===== config.mk =====
export PLATFORM = sky130hd
export DESIGN_NAME = dmem_arbiter
export DESIGN_NICKNAME = d
export VERILOG_FILES = /design/src/rtl/dmem_arbiter.sv
export SDC_FILE = /design/constraint.sdc
export NUM_CORES = 1
export LEC_CHECK = 0
export CELL_PAD_IN_SITES_DETAIL_PLACEMENT = 1
export CELL_PAD_IN_SITES_GLOBAL_PLACEMENT = 2
export CORE_UTILIZATION = 10
export CTS_BUF_LIST = sky130_fd_sc_hd__clkbuf_8
export DETAILED_ROUTE_END_ITERATION = 10
export PLACE_DENSITY = 0.95
export SLEW_MARGIN = 20
export SYNTH_ARGS = -nofsm -noshare
export SYNTH_HDL_FRONTEND = slang
export SYNTH_SLANG_ARGS = --single-unit

===== constraint.sdc =====
create_clock -name i_clk -period 1.9 [get_ports i_clk]
set_clock_uncertainty 0.05 [all_clocks]
set_input_delay 0.19 -clock i_clk [delete_from_list [all_inputs] [get_ports i_clk]]
set_output_delay 0.19 -clock i_clk [all_outputs]
set_load 0.02 [all_outputs]

===== src/rtl/dmem_arbiter.sv =====
// Round-robin arbiter sharing one single-port data SRAM between the core data port (r0)
// and the loader/debug port (r1). Optional statistics counters: define DMEM_ARB_STATS_EN.
module dmem_arbiter #(
    parameter int ADDR_W = 32,
    parameter int DATA_W = 32,
    parameter int RD_LAT = 1
) (
    input  logic              i_clk,
    input  logic              i_rst_n,
    input  logic              i_r0_req,
    input  logic              i_r0_wen,
    input  logic [ADDR_W-1:0] i_r0_addr,
    input  logic [DATA_W-1:0] i_r0_wdata,
    output logic              o_r0_gnt,
    output logic              o_r0_rvalid,
    output logic [DATA_W-1:0] o_r0_rdata,
    input  logic              i_r1_req,
    input  logic              i_r1_wen,
    input  logic [ADDR_W-1:0] i_r1_addr,
    input  logic [DATA_W-1:0] i_r1_wdata,
    output logic              o_r1_gnt,
    output logic              o_r1_rvalid,
    output logic [DATA_W-1:0] o_r1_rdata,
    output logic              o_m_cen,
    output logic              o_m_wen,
    output logic [ADDR_W-1:0] o_m_addr,
    output logic [DATA_W-1:0] o_m_wdata,
    input  logic [DATA_W-1:0] i_m_rdata,
    output logic              o_busy
`ifdef DMEM_ARB_STATS_EN
    ,
    output logic [15:0]       o_conflict_cnt,
    output logic [15:0]       o_stall_cnt
`endif
);

    localparam int CNT_W = 2;
    localparam logic [CNT_W-1:0] CNT_LOAD = CNT_W'(RD_LAT - 1);

    typedef enum logic [0:0] {
        ST_IDLE = 1'b0,
        ST_WAIT = 1'b1
    } state_t;

    state_t           state_r;
    logic [CNT_W-1:0] cnt_r;
    logic             ptr_r;
    logic             owner_r;

    logic             final_s;
    logic             arb_en_s;
    logic             gnt0_s;
    logic             gnt1_s;
    logic             rd_gnt_s;

    // The last latency cycle both returns data and may accept the next command.
    assign final_s  = (state_r == ST_WAIT) && (cnt_r == 2'd0);
    assign arb_en_s = (state_r == ST_IDLE) || final_s;
    assign rd_gnt_s = (gnt0_s | gnt1_s) & ~o_m_wen;
    assign o_busy   = (state_r == ST_WAIT);

    // Round-robin grant selection; the pointer only matters when both request.
    always_comb begin
        gnt0_s = 1'b0;
        gnt1_s = 1'b0;
        if (arb_en_s) begin
            case ({i_r1_req, i_r0_req})
                2'b01: gnt0_s = 1'b1;
                2'b10: gnt1_s = 1'b1;
                2'b11: begin
                    gnt0_s = ~ptr_r;
                    gnt1_s = ptr_r;
                end
                default: begin
                    gnt0_s = 1'b0;
                    gnt1_s = 1'b0;
                end
            endcase
        end else begin
            gnt0_s = 1'b0;
            gnt1_s = 1'b0;
        end
    end

    assign o_r0_gnt = gnt0_s;
    assign o_r1_gnt = gnt1_s;

    // SRAM command mux: idle bus is driven to zero rather than left floating on a requester.
    always_comb begin
        o_m_cen   = 1'b0;
        o_m_wen   = 1'b0;
        o_m_addr  = {ADDR_W{1'b0}};
        o_m_wdata = {DATA_W{1'b0}};
        if (gnt0_s) begin
            o_m_cen   = 1'b1;
            o_m_wen   = i_r0_wen;
            o_m_addr  = i_r0_addr;
            o_m_wdata = i_r0_wdata;
        end else if (gnt1_s) begin
            o_m_cen   = 1'b1;
            o_m_wen   = i_r1_wen;
            o_m_addr  = i_r1_addr;
            o_m_wdata = i_r1_wdata;
        end else begin
            o_m_cen   = 1'b0;
            o_m_wen   = 1'b0;
            o_m_addr  = {ADDR_W{1'b0}};
            o_m_wdata = {DATA_W{1'b0}};
        end
    end

    // Read response routing: only the owner sees data, the other port holds zero.
    always_comb begin
        o_r0_rvalid = final_s & ~owner_r;
        o_r1_rvalid = final_s & owner_r;
        o_r0_rdata  = {DATA_W{1'b0}};
        o_r1_rdata  = {DATA_W{1'b0}};
        if (o_r0_rvalid) begin
            o_r0_rdata = i_m_rdata;
        end else begin
            o_r0_rdata = {DATA_W{1'b0}};
        end
        if (o_r1_rvalid) begin
            o_r1_rdata = i_m_rdata;
        end else begin
            o_r1_rdata = {DATA_W{1'b0}};
        end
    end

    // Arbiter state, latency counter, read owner and round-robin pointer.
    always_ff @(posedge i_clk or negedge i_rst_n) begin
        if (!i_rst_n) begin
            state_r <= ST_IDLE;
            cnt_r   <= 2'd0;
            ptr_r   <= 1'b0;
            owner_r <= 1'b0;
        end else begin
            if (gnt0_s | gnt1_s) begin
                ptr_r <= gnt0_s;
            end else begin
                ptr_r <= ptr_r;
            end
            case (state_r)
                ST_IDLE, ST_WAIT: begin
                    if (arb_en_s) begin
                        if (rd_gnt_s) begin
                            state_r <= ST_WAIT;
                            owner_r <= gnt1_s;
                            cnt_r   <= CNT_LOAD;
                        end else begin
                            state_r <= ST_IDLE;
                            cnt_r   <= 2'd0;
                        end
                    end else begin
                        cnt_r <= cnt_r - 2'd1;
                    end
                end
                default: begin
                    state_r <= ST_IDLE;
                    cnt_r   <= 2'd0;
                end
            endcase
        end
    end

`ifdef DMEM_ARB_STATS_EN
    logic conflict_s;
    logic stall_s;

    assign conflict_s = i_r0_req & i_r1_req & arb_en_s;
    assign stall_s    = (i_r0_req | i_r1_req) & ~arb_en_s;

    // Saturating event counters.
    always_ff @(posedge i_clk or negedge i_rst_n) begin
        if (!i_rst_n) begin
            o_conflict_cnt <= 16'd0;
            o_stall_cnt    <= 16'd0;
        end else begin
            if (conflict_s && (o_conflict_cnt != 16'hFFFF)) begin
                o_conflict_cnt <= o_conflict_cnt + 16'd1;
            end else begin
                o_conflict_cnt <= o_conflict_cnt;
            end
            if (stall_s && (o_stall_cnt != 16'hFFFF)) begin
                o_stall_cnt <= o_stall_cnt + 16'd1;
            end else begin
                o_stall_cnt <= o_stall_cnt;
            end
        end
    end
`endif

endmodule


==> flow_summary.json <==
{
  "dpl-instance-area_um2": 4620,
  "synth_common_cells": "65 x a22o_1, 64 x and2_1, 8 x buf_2, 8 x clkbuf_1, 6 x inv_1",
  "start_util_pct": 10.3,
  "synth_area_per_cell_um2": 7.52,
  "timing.final.crit_share_pct": 109,
  "critPathBufInv": 4,
  "drt-total-wl_mm": 13.4,
  "vias": 2877,
  "yosys_warnings": 0,
  "max_slew.worst_pin.slew_ns": 0.308,
  "fin_ws_ns": -0.166,
  "ios": 301,
  "max_freq_mhz": 484,
  "synthesis.nets": 348,
  "ys_seq_area_share_pct": 9.19,
  "finalCriticalPeriod_ns": 2.07,
  "drt-pass1-iter-count": 4,
  "syn_inst": 181,
  "slew-limit-headroom_pct": 79.4,
  "layout.cells.non_filler": 675,
  "cts_buffers": 3,
  "status": "finished with violations",
  "cts.path.max_buffers": 2,
  "whs_ns": 0.149,
  "worst-setup-path-type": "reg2out",
  "synthesis.area_um2": 1360,
  "port_buffers": 300,
  "dr.first_iter.drc_count": 84,
  "synth_top_area_cell": "a22o_1",
  "max_stage_delay_ns": 0.37,
  "drc": 0,
  "crit_arrival_ns": 1.83,
  "finalHoldViolCount": 0,
  "worstPathCellList": "inv_1, ha_2, nand2b_4, and3_4, buf_12, buf_16, a22o_1, buf_6",
  "synth_area_leaders": "a22o_1 42%, and2_1 29%, dfrtp_1 9.2%",
  "place_inst": 651,
  "slew_viol_final": 0,
  "power_density_nw_per_um2": 403,
  "cp_max_fo": 6,
  "fin_util_pct": 41.4,
  "synth_top_area_share_pct": 41.8,
  "end_kind": "output port",
  "clkTransAtPathRegs_ns": 0.03,
  "ys_types": 20,
  "synthArstFlopShare_pct": 100,
  "r2r_cells": 6,
  "stdcell_area_um2": 5480,
  "grt_pass1_wl_mm": 17.9,
  "grt_pass1_vias": 2969,
  "violations": "negative setup slack",
  "yosysMostFrequentCell": "a22o_1",
  "die_x_um": 119,
  "wl_per_cell_um": 19.8,
  "areaGrowthSynthToFinish_pct": 302,
  "cp-start-kind": "register",
  "htreeDepth": 1,
  "finalNetCount": 667,
  "die_h_um": 119,
  "antenna_left": 0,
  "synth_edf_count": 0,
  "diodes": 0,
  "worst-path-stages": 8,
  "antenna_found_initial": 1,
  "peakVddDrop_mv": 0.207,
  "cts.sinks": 5,
  "crit_required_ns": 1.66,
  "rows": 42,
  "place_hpwl_mm": 9.78,
  "post_drt_via_cell_ratio": 4.26,
  "finalSetupViolCount": 69,
  "p_leak_uw": 0.00248,
  "min_path_type": "in2async",
  "ys.flop_type": "dfrtp_1",
  "drive_gt1_share_pct": 48.9,
  "die_area_um2": 14100,
  "cts_root_buf": "clkbuf_8",
  "cts_tree": "built",
  "drv_cap": 0,
  "gp_congestion": 0.833,
  "critPathSlowestCell": "dfrtp_1",
  "cp_top_family": "buffers and inverters",
  "grt_usage_pct": 16.8,
  "core_um2": 13200,
  "grt_overflow_total": 0,
  "pre_cts_ws_ns": -0.408,
  "ys_seq_elements": 5,
  "rsz0062_at_grt": "true",
  "clkLatencyLatePin_ns": 0.22,
  "grt_start_max_net_pins": 23
}
layout make-up:
type / instances / area (um2)
fillers: 1455 / 7770
repair buffers: 335 / 3760
multi-input cells: 149 / 1310
well taps: 176 / 220
flip-flops and latches: 5 / 125
clock buffers: 3 / 41.3
inverters: 6 / 22.5
clock inverters: 1 / 3.75
timing repair:
action / CTS / global route
gates resized for setup: 637 / 231
setup endpoints to repair: 133 / 131
pin swaps: 21 / 19
gates cloned: 8 / 5
setup buffers: 6 / 3
hold buffers: 0 / 0
worst paths after layout:
| path | startpoint | to | slack, ns |
|---|---|---|---|
| min | i_rst_n | cnt_r[0] | 0.15 |
| max in group asynchronous | i_rst_n | o_busy | 1.46 |
| min in group i_clk | cnt_r[0] | cnt_r[0] | 0.37 |
| max reg2reg | cnt_r[0] | ptr_r | 0.48 |
| max | cnt_r[0] | o_m_wdata[17] | -0.17 |
| min reg2reg | cnt_r[0] | cnt_r[0] | 0.37 |
per-layer routing:
| metal | wire length, um | vias to the layer above | track usage (%) |
|---|---|---|---|
| li1 | - | 1310 | - |
| met4 | 216 | 2 | 3.88 |
| met3 | 1050 | 16 | 4.44 |
| met2 | 7340 | 198 | 33.6 |
| met5 | 13 | - | 0 |
| met1 | 4730 | 1351 | 16.9 |
where the power goes:
group	switching [uW]	total (uW)	leakage, uW	internal (uW)
clock	49.2	187	0.0000269	138
combinational	779	1890	0.00239	1110
sequential	11.4	126	0.0000641	115
total	840	2210	0.00248	1370
through the flow:
step,total power (uW),setup TNS [ns]
2_1_floorplan,724,0
3_3_place_gp,1600,-30.06
3_5_place_dp,1620,-32.68
4_1_cts,1970,-10.90
5_1_grt,2300,-15.60
6_report,2210,-6.30
flip-flops by register name, summed over array words and instances (netlist names):
register	flops
ptr_r	1
cnt_r	2
owner_r	1
o_busy	1
logic make-up after synthesis:
logic type      synth area share [%]
simple gates                    33.6
compound gates                  45.8
fa+ha+maj                      0.919
flops                           9.19
buf+inv                         10.5
layout by cell type, fill, tap and decap left out:
cell	count
clkdlybuf4s50_1	166
buf_6	129
and2_4	63
a22o_1	62
buf_4	16
buf_12	8
inv_1	7
buf_16	7
clkbuf_16	5
dfrtp_1	5
a22o_4	3
a21oi_1	3
o21ai_0	3
clkbuf_8	3
and3_4	2
nor2_1	2
buf_8	2
nand2b_4	1
nand2_1	1
o211a_4	1
and2_1	1
nand2_2	1
nor2_4	1
nor2b_1	1
a31oi_1	1
nand2b_1	1
o31ai_1	1
ha_2	1
dlygate4sd2_1	1
buf_2	1
Power figures use the tool's default switching activity.
